File: src/rtl/rr_arb_pkg.sv
// Shared types and one-hot helpers for the round-robin ring arbiter.
package rr_arb_pkg;

    typedef enum logic {IDLE, GRANT} state_t;

    localparam int unsigned MAX_N     = 16;
    localparam int unsigned MAX_IDX_W = 4;

    // Rotate the low n bits of a one-hot vector left by one, wrapping bit n-1 to bit 0.
    function automatic logic [MAX_N-1:0] rotl1(input logic [MAX_N-1:0] oh, input int unsigned n);
        logic [MAX_N-1:0] r;
        r = '0;
        for (int unsigned i = 0; i < MAX_N; i++) begin
            if (i < n) r[(i + 1) % n] = oh[i];
        end
        return r;
    endfunction

    function automatic logic [MAX_IDX_W-1:0] onehot2idx(input logic [MAX_N-1:0] oh);
        logic [MAX_IDX_W-1:0] idx;
        idx = '0;
        for (int unsigned i = 0; i < MAX_N; i++) begin
            if (oh[i]) idx = idx | MAX_IDX_W'(i);
        end
        return idx;
    endfunction

endpackage

File: src/rtl/rr_ring_pick.sv
// Combinational rotating-priority pick: first set bit of (req & mask) at or above ptr, with wrap.
module rr_ring_pick
    import rr_arb_pkg::*;
#(
    parameter int N = 4
) (
    input  logic [N-1:0] req,
    input  logic [N-1:0] ptr,
    input  logic [N-1:0] mask,
    output logic [N-1:0] winner,
    output logic         found
);

    logic [N-1:0]   rm;
    logic [2*N-1:0] dbl;
    logic [2*N-1:0] win2;
    logic           seen;

    // Lower copy is eligible from ptr upward; the upper copy supplies the wrapped tail.
    always_comb begin
        rm    = req & mask;
        dbl   = {rm, rm};
        win2  = '0;
        seen  = 1'b0;
        found = 1'b0;
        for (int unsigned i = 0; i < N; i++) begin
            if (ptr[i]) seen = 1'b1;
            if (seen && !found && dbl[i]) begin
                win2[i] = 1'b1;
                found   = 1'b1;
            end
        end
        for (int unsigned i = 0; i < N; i++) begin
            if (!found && dbl[i + N]) begin
                win2[i + N] = 1'b1;
                found       = 1'b1;
            end
        end
        winner = win2[N-1:0] | win2[2*N-1:N];
    end

endmodule

File: src/rtl/rr_ring_arbiter.sv
// Round-robin arbiter with a one-hot ring pointer, registered grant and a hold-limit preemption.
module rr_ring_arbiter
    import rr_arb_pkg::*;
#(
    parameter  int N        = 4,
    parameter  int MAX_HOLD = 8,
    localparam int IDX_W    = $clog2(N)
) (
    input  logic             clk,
    input  logic             rst,
    input  logic [N-1:0]     req,
    output logic [N-1:0]     gnt,
    output logic             gnt_valid,
    output logic [IDX_W-1:0] gnt_idx,
    output logic [N-1:0]     ptr,
    output logic             preempt
);

    localparam int HW = $clog2(MAX_HOLD + 1);

    state_t                 state;
    logic [HW-1:0]          hold_cnt;
    logic [N-1:0]           pick_ptr;
    logic [N-1:0]           pick_mask;
    logic [N-1:0]           win;
    logic                   found;
    logic [MAX_N-1:0]       gnt_rot_w;
    logic [N-1:0]           gnt_rot;
    logic [MAX_IDX_W-1:0]   win_idx_w;
    logic                   release_g;
    logic                   expire_g;

    assign gnt_rot_w = rotl1(MAX_N'(gnt), N);
    assign gnt_rot   = gnt_rot_w[N-1:0];
    assign win_idx_w = onehot2idx(MAX_N'(win));

    // On release/expiry the search starts just past the current holder, which is masked out.
    assign pick_ptr  = (state == IDLE) ? ptr : gnt_rot;
    assign pick_mask = (state == IDLE) ? '1  : ~gnt;

    assign release_g = (state == GRANT) && ((req & gnt) == '0);
    assign expire_g  = (state == GRANT) && ((req & gnt) != '0)
                       && (hold_cnt == HW'(MAX_HOLD)) && ((req & ~gnt) != '0);

    rr_ring_pick #(.N(N)) u_pick (
        .req    (req),
        .ptr    (pick_ptr),
        .mask   (pick_mask),
        .winner (win),
        .found  (found)
    );

    always_ff @(posedge clk) begin
        if (rst) begin
            state     <= IDLE;
            gnt       <= '0;
            gnt_valid <= 1'b0;
            gnt_idx   <= '0;
            preempt   <= 1'b0;
            hold_cnt  <= '0;
            ptr       <= {1'b1, {(N-1){1'b0}}};
        end else begin
            case (state)
                IDLE: begin
                    preempt <= 1'b0;
                    if (found) begin
                        gnt       <= win;
                        gnt_valid <= 1'b1;
                        gnt_idx   <= win_idx_w[IDX_W-1:0];
                        hold_cnt  <= HW'(1);
                        state     <= GRANT;
                    end
                end
                GRANT: begin
                    if (release_g || expire_g) begin
                        ptr     <= gnt_rot;
                        preempt <= expire_g;
                        if (found) begin
                            gnt      <= win;
                            gnt_idx  <= win_idx_w[IDX_W-1:0];
                            hold_cnt <= HW'(1);
                        end else begin
                            gnt       <= '0;
                            gnt_valid <= 1'b0;
                            gnt_idx   <= '0;
                            hold_cnt  <= '0;
                            state     <= IDLE;
                        end
                    end else begin
                        preempt <= 1'b0;
                        if (hold_cnt != HW'(MAX_HOLD)) hold_cnt <= hold_cnt + 1'b1;
                    end
                end
                default: state <= IDLE;
            endcase
        end
    end

endmodule

File: config.mk
export PLATFORM = sky130hd
export DESIGN_NAME = rr_ring_arbiter
export DESIGN_NICKNAME = d
export VERILOG_FILES = /design/src/rtl/rr_arb_pkg.sv /design/src/rtl/rr_ring_pick.sv /design/src/rtl/rr_ring_arbiter.sv
export SDC_FILE = /design/constraint.sdc
export NUM_CORES = 1
export LEC_CHECK = 0
export ABC_AREA = 1
export CAP_MARGIN = 20
export CORE_MARGIN = 5
export CORE_UTILIZATION = 52
export DETAILED_ROUTE_END_ITERATION = 7
export PLACE_DENSITY_LB_ADDON = 0.25
export REMOVE_ABC_BUFFERS = 1
export SYNTH_ARGS = -nofsm -noshare
export SYNTH_HDL_FRONTEND = slang
export SYNTH_SLANG_ARGS = --single-unit
File: constraint.sdc
create_clock -name clk -period 2.5 [get_ports clk]
set_input_delay 0.625 -clock clk [delete_from_list [all_inputs] [get_ports clk]]
set_output_delay 0.625 -clock clk [all_outputs]
set_load 0.005 [all_outputs]
==> key figures <==
Status
  – Outcome: finished clean

Power and ir drop
  – Int Power: 512 uW
  – Peak VDD IR: ~0.46 mV
  – Sw Ratio: 37.3%
  – P_sw: 305 uW
  – Clk pwr share: 19.5%
  – Register share of total power: 40.5%
  – Gate power share: 40.0%
  – Lkg Pwr: 0.000679 uW
  – PD cells: 583 nW/um^2

Finish
  – Final Util: 70.6%
  – Finished Cell Area: 1400 sq um
  – Final-stage net count: 206
  – Area delta synth->final: 28.7%
  – Layout cells sized above 1: 18.9%
  – Post-Layout Cell Count: 223
  – Inserted Diodes: 0

GRT
  – Initial antenna violation count: 0
  – Vias in the first global route: 1110
  – Overall Global Routing Usage: 17.8%
  – First-pass GRT wire length: roughly 4600 um
  – Total congestion overflow: 0
  – Largest net degree at the start of global routing: 14

Clock network
  – CTS Hold Bufs: 0
  – CTS tree: done
  – Clk_lat worst skew: 310 ps
  – Worst-path clk slew: 110 ps
  – CTS Buffer Depth: 2
  – Clock Tree Root: clkbuf_4
  – Num Clock Sinks: 17
  – H-tree depth: 1
  – Post-cts resize count: 0
  – Num CTS Buffers: 3
  – Setup repair bufs after CTS: 0

Synth
  – Top cell type's share of synthesized area: 31.3%
  – Main synth FF type: dfxtp_1
  – Synth unique cells: 29
  – Synth Register Bits: 17
  – Top cells by area, synth: dfxtp_1, nand2_1, inv_1
  – EDFF count, synth: 0
  – Seq/Total Area, Yosys: 31.3%
  – Post-synthesis cell area: 1090 sq um
  – Mapped Cells: roughly 170
  – Warning count from the yosys run: 0
  – Yosys top cell by area: dfxtp_1
  – Post-synth ARST share: 0%
  – Mapped Avg Cell Area: 6.59 sq um

Routing
  – DR vias: 1144
  – Detailed Routing Iterations Pass 1: 4
  – DRC: 0
  – Metal3 WL: 169 um
  – Met2 wire length: around 1300 um
  – Total Wirelength: between 2000 and 3000 um
  – DR iter-0 viols: 32
  – Detail Route Antenna Nets: 0
  – Met1 Wirelength: 1200 um
  – WL/cell: 11.9 um
  – Top Layer Used: met4
  – DR vias/cell: 5.13

Floorplanning
  – Core ar.: 1980 sq um
  – Die area: 3110 sq um
  – # IOs: 18
  – Starting Density: approximately 55%
  – Cell Rows: 16
  – Die H: 55.7 um
  – Die width: between 50 and 60 um

STA
  – Final hold viol count: 0
  – Max-slew violations: 0
  – Headroom to the max-slew limit: 74.2%
  – Final worst slack: approximately 240 ps
  – Setup Skew: 11.2 ps
  – TNS Setup: 0 ps
  – Maximum clock frequency: 0.443 GHz
  – Final period utilization: 90.4%
  – Setup Viol. Count Final: 0
  – Worst slew pin tran: 387 ps
  – RSZ-0062 raised after global routing: false
  – Tmin final: 2260 ps

Critical path
  – Crit-path max FO: 3
  – Crit path kind: input port to flip-flop
  – CP Cell Sequence: clkdlybuf4s50_1 > inv_1 > nor2_2 > nand2_2 > inv_2 > nor2_2 > nand3_2 > nor2_4 > nand4_4 > inv_1 > ha_1 > inv_1 > a21oi_1 > o31ai_1 > a21oi_1
  – Largest stage delay, worst path: about 420 ps
  – Worst Setup End Kind: flip-flop
  – R2R Path Start: state$_SDFF_PP0_
  – Required @ worst endpoint: 2750 ps
  – Critical Path AT: 2510 ps
  – Worst path most repeated cell: inv_1
  – Worst Setup Start Kind: input port
  – Slowest-stage cell, CP: clkdlybuf4s50_1
  – Crit. Startpoint: req[0]
  – R2r setup slk: 270 ps

Placement
  – Hpwl dp: 2080 um
  – Post-Place Cells: about 220
  – Final GP Congestion: roughly 0.85
  – Dpl ws: -45.6 ps
  – Placed Area: 1370 sq um
  – I/O Buffers: 17

Hold path
  – Hold_sp: gnt_idx[1]$_SDFFE_PP0P_
  – Worst hold path class: flip-flop to flip-flop

Run
  – Maxcap violations: 0
-- cell usage after synthesis, types with 2 or more instances --
cell type	count
nand2_1	37
inv_1	26
dfxtp_1	17
nor2_1	15
nand3_1	13
a21oi_1	12
o21ai_0	6
inv_2	5
nand2_2	5
nand4_1	4
ha_1	3
nor2_2	3
nor2_4	2
o22ai_1	2
-- worst paths after layout --
kind                                                  to  cells past startpoint
worst min-delay path             gnt_idx[1]$_SDFFE_PP0P_                      2
worst max-delay path            hold_cnt[1]$_SDFFE_PP0P_                     15
worst max register to register  hold_cnt[1]$_SDFFE_PP0P_                     15
worst min register to register   gnt_idx[1]$_SDFFE_PP0P_                      2
-- power groups by stage --
stage,logic (uW),registers [uW],clock network [uW]
after floorplan,191,334,0
final,326,331,159
after global routing,365,335,173
after detailed placement,323,336,0
after global placement,318,334,0
after CTS,327,330,162
-- flip-flops by register name (all words and copies together) (netlist names) --
register,flops
gnt,4
gnt_idx,2
gnt_valid,1
hold_cnt,4
preempt,1
ptr,4
state,1
-- cells by family after synthesis --
| family | Yosys count | share of synthesized area (%) |
|---|---|---|
| simple gates | 83 | 37.3 |
| buf+inv | 34 | 12.5 |
| compound gates | 28 | 15.4 |
| flops | 17 | 31.3 |
| fa+ha+maj | 3 | 3.45 |
-- layout by cell type, fill, tap and decap left out, types with 2 or more instances in the layout --
cell type	instances
nor2_2	3
nand3_1	13
a21oi_1	12
nand4_1	4
inv_1	26
buf_4	13
o21ai_0	6
ha_1	3
inv_2	5
nand2_2	5
o22ai_1	2
nor2_4	2
clkbuf_4	3
nand2_1	37
nor2_1	15
clkdlybuf4s50_1	17
dfxtp_1	17
-- critical path, delay by kind of cell --
kind / cells / cell delay, ps
fa+ha+maj: 1 / 160
buf+inv: 5 / 680
simple gates: 6 / 550
compound gates: 3 / 480
-- routing by layer --
layer | vias to the layer above | GRT usage (%)
met1 | 509 | 20.9
met3 | 3 | 4.41
met4 | 0 | 4.51
li1 | 593 | -
met2 | 39 | 32.1
met5 | - | 0
-- final cells by class --
class	instances	area [sq um]
timing repair buffer	30	268
tap	27	33.8
multi-input combinational	114	611
sequential	17	340
clock inverter	1	7.51
fill	171	583
inverter	31	116
clock buffer	3	22.5
-- metrics by stage --
stage / total power [uW] / hold WS (ps)
floorplan: 525 / 470
global placement: 652 / 473
detailed placement: 658 / 477
CTS: 818 / 492
global route: 873 / 526
finish: 816 / 490
Power figures use the tool's default switching activity.
